--- src/rtl/mdu_pkg.sv ---
// Shared definitions for the multiply/divide unit: op encodings, FSM states
// and the divide-by-zero quotient constant.
package mdu_pkg;

  localparam logic [2:0] OP_MULT  = 3'b000;
  localparam logic [2:0] OP_MULTU = 3'b001;
  localparam logic [2:0] OP_DIV   = 3'b010;
  localparam logic [2:0] OP_DIVU  = 3'b011;
  localparam logic [2:0] OP_MADD  = 3'b100;
  localparam logic [2:0] OP_MADDU = 3'b101;
  localparam logic [2:0] OP_MSUB  = 3'b110;
  localparam logic [2:0] OP_MSUBU = 3'b111;

  // Wide enough for any supported DATA_W; users slice off what they need.
  localparam logic [63:0] DIV0_LO = {64{1'b1}};

  typedef enum logic [1:0] {
    S_IDLE  = 2'd0,
    S_CALC  = 2'd1,
    S_SIGN  = 2'd2,
    S_WRITE = 2'd3
  } mdu_state_e;

endpackage

--- src/rtl/mdu_datapath.sv ---
// Iterative core of the multiply/divide unit: one unsigned shift-add or
// restoring shift-subtract step per cycle on a 2*DATA_W accumulator.
module mdu_datapath #(
  parameter int DATA_W = 32,
  parameter int CNT_W  = 6
) (
  input  logic                  clk,
  input  logic                  rst_n,
  input  logic                  load_i,
  input  logic                  step_i,
  input  logic                  div_i,
  input  logic [DATA_W-1:0]     opa_i,
  input  logic [DATA_W-1:0]     opb_i,
  output logic [2*DATA_W-1:0]   acc_o,
  output logic                  last_o
);

  logic [2*DATA_W-1:0] acc_q, acc_d;
  logic [DATA_W-1:0]   opnd_q;
  logic                div_q;
  logic [CNT_W-1:0]    cnt_q;

  logic [DATA_W:0]     mul_sum;
  logic [DATA_W+1:0]   div_diff;

  // Multiply keeps the multiplier in the low half and adds the multiplicand
  // into the high half; divide shifts the dividend up into the remainder.
  always_comb begin
    acc_d    = acc_q;
    mul_sum  = {1'b0, acc_q[2*DATA_W-1:DATA_W]} + (acc_q[0] ? {1'b0, opnd_q} : '0);
    div_diff = {1'b0, acc_q[2*DATA_W-1:DATA_W], acc_q[DATA_W-1]} - {2'b00, opnd_q};
    if (div_q) begin
      if (!div_diff[DATA_W+1])
        acc_d = {div_diff[DATA_W-1:0], acc_q[DATA_W-2:0], 1'b1};
      else
        acc_d = {acc_q[2*DATA_W-2:0], 1'b0};
    end else begin
      acc_d = {mul_sum, acc_q[DATA_W-1:1]};
    end
  end

  always_ff @(posedge clk) begin
    if (!rst_n) begin
      acc_q  <= '0;
      opnd_q <= '0;
      div_q  <= 1'b0;
      cnt_q  <= '0;
    end else if (load_i) begin
      acc_q  <= {{DATA_W{1'b0}}, (div_i ? opa_i : opb_i)};
      opnd_q <= div_i ? opb_i : opa_i;
      div_q  <= div_i;
      cnt_q  <= '0;
    end else if (step_i) begin
      acc_q  <= acc_d;
      cnt_q  <= cnt_q + 1'b1;
    end
  end

  assign acc_o  = acc_q;
  assign last_o = (cnt_q == CNT_W'(DATA_W - 1));

endmodule

--- src/rtl/mult_div_unit.sv ---
// Iterative multiply/divide unit feeding the HI/LO register block.
// Define MDU_MADD_EN to enable the MADD/MADDU/MSUB/MSUBU accumulate ops.
module mult_div_unit
  import mdu_pkg::*;
#(
  parameter int DATA_W = 32,
  parameter int CNT_W  = 6
) (
  input  logic              clk,
  input  logic              rst_n,
  input  logic              start,
  input  logic [2:0]        op,
  input  logic [DATA_W-1:0] src_a,
  input  logic [DATA_W-1:0] src_b,
  input  logic              cancel,
  input  logic [DATA_W-1:0] hi_in,
  input  logic [DATA_W-1:0] lo_in,
  output logic              busy,
  output logic [DATA_W-1:0] hi_out,
  output logic [DATA_W-1:0] lo_out,
  output logic              hilo_write
);

  mdu_state_e state_q, state_d;

  logic [2:0]          op_q;
  logic                sign_a_q, sign_b_q, b_zero_q;
  logic [DATA_W-1:0]   src_a_q;
  logic [DATA_W-1:0]   hi_q, lo_q;
  logic [2*DATA_W-1:0] acc;
  logic                last;

  logic                op_legal, accept, in_signed, in_div, sign_a, sign_b;
  logic [DATA_W-1:0]   abs_a, abs_b;
  logic                q_signed, q_div;
  logic [2*DATA_W-1:0] prod, result;
  logic [DATA_W-1:0]   quot, rem;

`ifdef MDU_MADD_EN
  logic [DATA_W-1:0]   hi_in_q, lo_in_q;
  assign op_legal = 1'b1;
`else
  logic                unused_hilo_in;
  assign unused_hilo_in = ^{hi_in, lo_in};
  assign op_legal = ~op[2];
`endif

  assign in_signed = ~op[0];
  assign in_div    = (op[2:1] == 2'b01);
  assign sign_a    = in_signed & src_a[DATA_W-1];
  assign sign_b    = in_signed & src_b[DATA_W-1];
  assign abs_a     = sign_a ? -src_a : src_a;
  assign abs_b     = sign_b ? -src_b : src_b;
  assign accept    = (state_q == S_IDLE) && start && op_legal && !cancel;

  mdu_datapath #(.DATA_W(DATA_W), .CNT_W(CNT_W)) u_datapath (
    .clk    (clk),
    .rst_n  (rst_n),
    .load_i (accept),
    .step_i ((state_q == S_CALC) && !cancel),
    .div_i  (in_div),
    .opa_i  (abs_a),
    .opb_i  (abs_b),
    .acc_o  (acc),
    .last_o (last)
  );

  always_comb begin
    state_d = state_q;
    case (state_q)
      S_IDLE:  if (accept) state_d = S_CALC;
      S_CALC:  if (cancel) state_d = S_IDLE; else if (last) state_d = S_SIGN;
      S_SIGN:  state_d = cancel ? S_IDLE : S_WRITE;
      S_WRITE: state_d = S_IDLE;
      default: state_d = S_IDLE;
    endcase
  end

  // Sign correction of the unsigned magnitude result, then the divide-by-zero
  // override and the optional accumulate with the HI/LO values seen at start.
  always_comb begin
    q_signed = ~op_q[0];
    q_div    = (op_q[2:1] == 2'b01);
    prod     = (q_signed && (sign_a_q ^ sign_b_q)) ? -acc : acc;
    quot     = acc[DATA_W-1:0];
    rem      = acc[2*DATA_W-1:DATA_W];
    if (q_signed && (sign_a_q ^ sign_b_q)) quot = -quot;
    if (q_signed && sign_a_q) rem = -rem;
    result = prod;
    if (q_div)
      result = b_zero_q ? {src_a_q, DIV0_LO[DATA_W-1:0]} : {rem, quot};
`ifdef MDU_MADD_EN
    if (op_q[2])
      result = op_q[1] ? ({hi_in_q, lo_in_q} - prod) : ({hi_in_q, lo_in_q} + prod);
`endif
  end

  always_ff @(posedge clk) begin
    if (!rst_n) begin
      state_q  <= S_IDLE;
      op_q     <= '0;
      sign_a_q <= 1'b0;
      sign_b_q <= 1'b0;
      b_zero_q <= 1'b0;
      src_a_q  <= '0;
      hi_q     <= '0;
      lo_q     <= '0;
`ifdef MDU_MADD_EN
      hi_in_q  <= '0;
      lo_in_q  <= '0;
`endif
    end else begin
      state_q <= state_d;
      if (accept) begin
        op_q     <= op;
        sign_a_q <= sign_a;
        sign_b_q <= sign_b;
        b_zero_q <= (src_b == '0);
        src_a_q  <= src_a;
`ifdef MDU_MADD_EN
        hi_in_q  <= hi_in;
        lo_in_q  <= lo_in;
`endif
      end
      if ((state_q == S_SIGN) && !cancel) begin
        hi_q <= result[2*DATA_W-1:DATA_W];
        lo_q <= result[DATA_W-1:0];
      end
    end
  end

  assign busy       = (state_q != S_IDLE);
  assign hilo_write = (state_q == S_WRITE);
  assign hi_out     = hi_q;
  assign lo_out     = lo_q;

endmodule

--- config.mk ---
export PLATFORM = sky130hd
export DESIGN_NAME = mult_div_unit
export DESIGN_NICKNAME = d
export VERILOG_FILES = /design/src/rtl/mdu_pkg.sv /design/src/rtl/mdu_datapath.sv /design/src/rtl/mult_div_unit.sv
export SDC_FILE = /design/constraint.sdc
export NUM_CORES = 1
export LEC_CHECK = 0
export BUFFER_PORTS_ARGS = -buffer_cell sky130_fd_sc_hd__clkbuf_2
export CAP_MARGIN = 20
export CORE_MARGIN = 5
export CORE_UTILIZATION = 60
export DETAILED_ROUTE_END_ITERATION = 8
export GPL_TIMING_DRIVEN = 0
export HOLD_SLACK_MARGIN = 0.15
export PLACE_DENSITY = 0.83
export SYNTH_ARGS = -nofsm -noshare
export SYNTH_HDL_FRONTEND = slang
export SYNTH_SLANG_ARGS = --single-unit
--- constraint.sdc ---
create_clock -name clk -period 4.63 [get_ports clk]
set_input_delay 0.2315 -clock clk [delete_from_list [all_inputs] [get_ports clk]]
set_output_delay 0.2315 -clock clk [all_outputs]
set_load 0.1 [all_outputs]
==> reports/qor.yml, run 1 <==
outcome: "finished, final reports clean"
ioPinCount: 201
synthTopCellsByArea: "dfxtp_1 26%, a21oi_1 9.0%, nand2_1 7.6%"
internal-power_mw: 3.422
synth_compound_area_share_pct: 28.41
critical_path_arrival_ns: 4.89
async_flop_share_pct: 0
power_leakage_nw: 7.095
grtUsageTotal_pct: 43.98
synth_top_family_by_area: "compound AO/OA/AOI/OAI gates"
cts.sinks: 207
min_from: "src_b[5]"
drv_cap: 0
fmax_mhz: 224.0
gp_congestion: 1.086
hp-class: "input pin to flop"
startpoint: "u_datapath.acc_o[52]$_SDFFE_PP0P_"
skew_ns: 0.03523
grt_overflow: 0
die_x_um: 173.1
crit_type: "flop to flop"
finalHoldViolCount: 0
period_share_pct: 96.44
start_util_pct: 61.05
ys_seq_elements: 207
net-switching-power_mw: 1.775
drt_iter0_markers: 2973
synth_top_area_cell: "dfxtp_1"
area_growth_syn_to_layout_pct: 14.27
synthMuxAreaShare_pct: 2.917
clkPwrFrac_pct: 39.1
core_area_mm2: 0.02613
synth_most_common_cell: "nand2_1"
min_period_ns: 4.465
clk_path_buf_depth: 3
wl_per_cell_um: 25.11
worst_slack_ns: 0.1647
dieArea_mm2: 0.02995
cts_root_buf: "clkbuf_16"
synth_fa_ha_area_share_pct: 5.662
power_density_mw_per_mm2: 285.0
postSynthAreaPerCell_um2: 7.151
yosys_warnings: 0
syn_inst: 2231
antenna_found_initial: 1
r2r_cells: 12
worstPathRequired_ns: 5.06
cts.clk_slew.worst_paths_ns: 0.07
r2r_slack_ns: 0.16
drc: 0
drive_gt1_share_pct: 8.790
rows: 59
crit_fanout: 10
clkLatencyLatePin_ns: 0.56
fin_nets: 2634
cts_tree: "yes"
crit-reg2reg-capture: "u_datapath.acc_o[58]$_SDFFE_PP0P_"
totalPowerFinal_mw: 5.197
seqPwrFrac_pct: 36.1
hold_end: "u_datapath.opnd_q[5]$_SDFFE_PN0P_"
setup_viol: 0
portBuffers: 136
tightest_slew_ns: 1.006
cts_buffers: 24
grt_pass1_wl_mm: 104.1
stdcell_count: 2782
end_kind: "flop"
routed_via_density: 6.760
grt_max_degree: 14
synthSimpleGateAreaFrac_pct: 20.41
synth_xor_area_share_pct: 11.25
synth_nets: 2437
grt_pass1_vias: 17668
drtPass1Iterations: 7
yosysSeqAreaShare_pct: 25.97
final_area_mm2: 0.01823
p_comb_share_pct: 24.8
syn_area_mm2: 0.01595
ant_nets: 0
wl_mm: 69.85
hold_depth: 4
synth_top_area_share_pct: 25.97
fin_hold_ws_ns: 0.2027
die_h_um: 173.1
num_vias: 18805
cts_max_level: 1
rr_startpoint: "u_datapath.acc_o[52]$_SDFFE_PP0P_"
swShare_pct: 34.15
rsz0062_at_grt: "false"
preCtsSetupSlack_ns: 0.2990
dpl_cell_area_mm2: 0.01705
cp-start-kind: "flop"
yosysUniqueCellTypes: 73
synthTopCellsByCount: "323 x nand2_1, 288 x a21oi_1, 207 x dfxtp_1"
synth-edff-count: 0
slew_viol_final: 0
setup-tns-final_ns: 0
final_core_util_pct: 69.76
vdd_drop_max_mv: 0.3540
dp.cells: 2702
slew_headroom_pct: 32.93
hpwl_mm: 52.68
ys.flop_type: "dfxtp_1"
-- critical path: stages, from the launching register on --
cell and delay (ns):
dfxtp_1 0.66, ha_1 0.22, clkbuf_1 0.33, and3_1 0.29, nand2_1 0.08, a32oi_1 0.35, a21oi_1 0.11, o21ai_0 0.74
or2_2 0.27, clkbuf_1 0.65, mux2i_1 0.26, a21oi_1 0.09, a32o_1 0.31
-- power groups by stage --
| stage | logic (mW) | clock network, mW | registers [mW] |
|---|---|---|---|
| after CTS | 1.22 | 2.00 | 1.87 |
| after global routing | 1.36 | 2.08 | 1.87 |
| after global placement | 1.17 | 0 | 1.91 |
| after floorplan | 0.808 | 0 | 1.89 |
| final | 1.29 | 2.03 | 1.87 |
| after detailed placement | 1.18 | 0 | 1.91 |
-- worst max-delay path by stage --
stage,to,depth (start not counted)
final,u_datapath.acc_o[58]$_SDFFE_PP0P_,12
after CTS,u_datapath.acc_o[54]$_SDFFE_PP0P_,13
after floorplan,u_datapath.acc_o[54]$_SDFFE_PP0P_,13
after global placement,u_datapath.acc_o[58]$_SDFFE_PP0P_,12
after global routing,u_datapath.acc_o[56]$_SDFFE_PP0P_,12
after detailed placement,u_datapath.acc_o[54]$_SDFFE_PP0P_,13
-- cells by family after synthesis --
group | after synthesis
buffers and inverters | 226
AND/OR/NAND/NOR | 733
multiplexers | 46
flip-flops | 207
adder cells (fa/ha/maj) | 71
AO/OA/AOI/OAI | 743
XOR/XNOR | 205
-- per-layer routing --
layer	up-vias	GRT usage, %	wire (um)
met3	345	11.22	8922
met5	-	0	0
met1	8660	55.43	25960
li1	8364	-	-
met2	1436	68.01	29570
met4	0	26.21	5395
-- cells in the final DEF (no fill, tap or decap), types with 24 or more instances in the layout --
cell	count
clkbuf_1	156
nand3_1	37
clkbuf_2	137
nor3_1	39
a31oi_1	30
a21o_1	27
nor2_1	201
mux2i_1	42
inv_1	56
xor2_1	98
o21ai_0	160
nand2_1	323
dlygate4sd3_1	34
o211ai_1	74
a21oi_1	288
o31ai_1	24
xnor2_1	107
ha_1	69
clkbuf_16	24
dfxtp_1	207
-- final cells by class --
cell class	count	area (um2)
clock inverters	11	153.9
fillers	2259	7901
plain buffers	170	648.1
flip-flops and latches	207	4144
repair buffers	171	1026
inverters	56	210.2
clock buffers	33	664.4
multi-input cells	1798	10960
diodes	1	2.502
well taps	335	419.2
-- sequential cells by signal, summed over array words and instances, names as in the netlist --
signal             flops
state_q                2
src_a_q               32
u_datapath.div_q       1
b_zero_q               1
u_datapath.cnt_q       6
u_datapath.opnd_q     32
hi_out                32
op_q                   3
sign_a_q               1
u_datapath.acc_o      64
lo_out                32
sign_b_q               1
-- timing repair --
action | CTS | global route
buffers inserted | 0 | 0
endpoints found under the setup margin | 0 | 5
hold buffers | 34 | 0
resized for setup | 0 | 2
endpoints found under the hold margin | 35 | 0
No activity file was read; power rests on OpenSTA's default activity.
==> inputs of run 2 (changes only) <==
--- a/config.mk
+++ b/config.mk
@@ -8,11 +8,12 @@
 export BUFFER_PORTS_ARGS = -buffer_cell sky130_fd_sc_hd__clkbuf_2
 export CAP_MARGIN = 20
 export CORE_MARGIN = 5
-export CORE_UTILIZATION = 60
+export CORE_UTILIZATION = 61
+export CTS_BUF_LIST = sky130_fd_sc_hd__clkbuf_2 sky130_fd_sc_hd__clkbuf_4 sky130_fd_sc_hd__clkbuf_8
 export DETAILED_ROUTE_END_ITERATION = 8
 export GPL_TIMING_DRIVEN = 0
 export HOLD_SLACK_MARGIN = 0.15
-export PLACE_DENSITY = 0.83
+export PLACE_DENSITY = 0.84
 export SYNTH_ARGS = -nofsm -noshare
 export SYNTH_HDL_FRONTEND = slang
 export SYNTH_SLANG_ARGS = --single-unit
==> reports/qor.yml, run 2 (synthesized netlist as in run 1, its figures left out) <==
routed_via_density: 6.647  # -1.7%
cts_buffers: 38  # +58%
skew_ns: 0.04397  # +0.008741 ns
dieArea_mm2: 0.02949  # -1.5%
cts_root_buf: "clkbuf_8"
start_util_pct: 61.57  # +0.52 points
cts.sinks: 207  # unchanged
num_vias: 18679  # -0.67%
crit_type: "flop to flop"
layout_common_cells: "323 x nand2_1, 288 x a21oi_1, 207 x dfxtp_1"
cts_max_level: 2  # +1
vdd_drop_max_mv: 0.2953  # -17%
area_growth_syn_to_layout_pct: 14.88
end_kind: "flop"
clkLatencyLatePin_ns: 0.58  # +0.02 ns
hp-class: "input pin to flop"
fmax_mhz: 221.4  # -1.1%
layout_commonest_cell: "nand2_1"
period_share_pct: 97.55  # +1.1 points
clk_path_buf_depth: 3  # unchanged
worst_slack_ns: 0.1132  # -0.05147 ns
cp-start-kind: "flop"
die_h_um: 171.7  # -0.78%
outcome: "finished, final reports clean"
grtUsageTotal_pct: 42.69  # -1.3 points
power_leakage_nw: 7.180  # +1.2%
fin_nets: 2649  # +0.57%
crit_fanout: 10  # unchanged
drive_gt1_share_pct: 9.907  # +1.1 points
power_density_mw_per_mm2: 287.5  # +0.85%
slew_viol_final: 0  # unchanged
min_period_ns: 4.517  # +0.05147 ns
dp.cells: 2702  # unchanged
antenna_found_initial: 3  # +2
die_x_um: 171.7  # -0.78%
drt_iter0_markers: 2718  # -8.6%
finalHoldViolCount: 0  # unchanged
ioPinCount: 201  # unchanged
fin_hold_ws_ns: 0.1851  # -0.01768 ns
grt_pass1_vias: 16914  # -4.3%
largest_register_ffs: 64  # unchanged
setup-tns-final_ns: 0  # unchanged
grt_overflow: 0  # unchanged
preCtsSetupSlack_ns: 0.2467  # -0.05229 ns
tightest_slew_ns: 1.089  # +0.08255 ns
post_cts_buffers: 0  # unchanged
worstPathRequired_ns: 5.10  # +0.04 ns
cts.clk_slew.worst_paths_ns: 0.06  # about the same
slew_headroom_pct: 27.27  # -5.7 points
hpwl_mm: 50.43  # -4.3%
wl_per_cell_um: 23.32  # -7.1%
grt_max_degree: 11  # -3
portBuffers: 136  # unchanged
drv_cap: 0  # unchanged
drc: 0  # unchanged
wl_mm: 65.54  # -6.2%
rsz0062_at_grt: "false"
cts_tree: "yes"
critical_path_arrival_ns: 4.99  # +0.10 ns
final_core_util_pct: 70.73  # +0.97 points
setup_viol: 0  # unchanged
stdcell_count: 2810  # +1.0%
grt_pass1_wl_mm: 97.10  # -6.7%
drtPass1Iterations: 6  # -1
gp_congestion: 1.033  # -4.9%
rows: 59  # unchanged
core_area_mm2: 0.02591  # -0.85%
ant_nets: 0  # unchanged
## run 2: changes by cell type in the layout (fill, tap and decap cells not counted), sizes merged
| cell | delta |
|---|---|
| buf | -1 |
| bufinv | +2 |
| clkbuf | +22 |
| clkinv | +3 |
| clkinvlp | -1 |
| diode | +1 |
| dlygate4sd3 | +2 |
## run 2: path summary, 6_finish.rpt
path,cells past startpoint,endpoint,slack [ns],start
setup / recovery,12,u_datapath.acc_o[58]$_SDFFE_PP0P_,0.11,u_datapath.acc_o[52]$_SDFFE_PP0P_
hold / removal,5,u_datapath.acc_o[21]$_SDFFE_PN0P_,0.19,src_b[21]
setup reg to reg,12,u_datapath.acc_o[58]$_SDFFE_PP0P_,0.11,u_datapath.acc_o[52]$_SDFFE_PP0P_
hold reg to reg,2,u_datapath.opnd_q[9]$_SDFFE_PN0P_,0.45,u_datapath.opnd_q[9]$_SDFFE_PN0P_
## run 2: timing repair
item,in CTS,in global routing
endpoints found under the hold margin,37,0
resized for setup,0,1
hold buffers,36,0
endpoints found under the setup margin,0,2
## run 2: stage by stage
step | cell area (um2) | power [mW]
CTS | 18320 | 5.173
global placement | 17050 | 3.079
floorplan | 15950 | 2.696
global route | 18320 | 5.401
detailed placement | 17050 | 3.093
finish | 18330 | 5.268
## run 2: routing by layer
layer | GRT usage, % | part of all wire, % | vias up
li1 | - | - | 8387
met1 | 56.52 | 38 | 8569
met2 | 63.85 | 42 | 1404
met3 | 10.37 | 13 | 317
met4 | 23.70 | 7.2 | 2
met5 | 0 | 0.026 | -
## run 2: power breakdown
group / internal [mW] / total (mW) / switching [mW] / leakage (nW)
Sequential: 1.82 / 1.87 / 0.0492 / 1.67
Combinational: 0.422 / 1.28 / 0.860 / 5.03
Clock: 1.25 / 2.11 / 0.860 / 0.478
Total: 3.50 / 5.27 / 1.77 / 7.18
## run 2: critical path: stages (launching register included)
cell and delay, ns:
dfxtp_1 0.58, ha_1 0.22, clkbuf_1 0.33, and3_1 0.29, nand2_1 0.08, a32oi_1 0.44, a21oi_1 0.12, o21ai_0 0.66
or2_2 0.26, buf_2 0.28, buf_1 0.59, o211ai_1 0.28, a32o_1 0.30
## run 2: cell type report
| class | count | area (um2) |
|---|---|---|
| sequential | 207 | 4144 |
| clock buffer | 55 | 694.4 |
| multi-input combinational | 1798 | 10960 |
| antenna | 2 | 5.005 |
| buffer | 170 | 648.1 |
| tap | 335 | 419.2 |
| inverter | 56 | 210.2 |
| clock inverter | 15 | 209.0 |
| timing repair buffer | 172 | 1041 |
| fill | 2258 | 7584 |
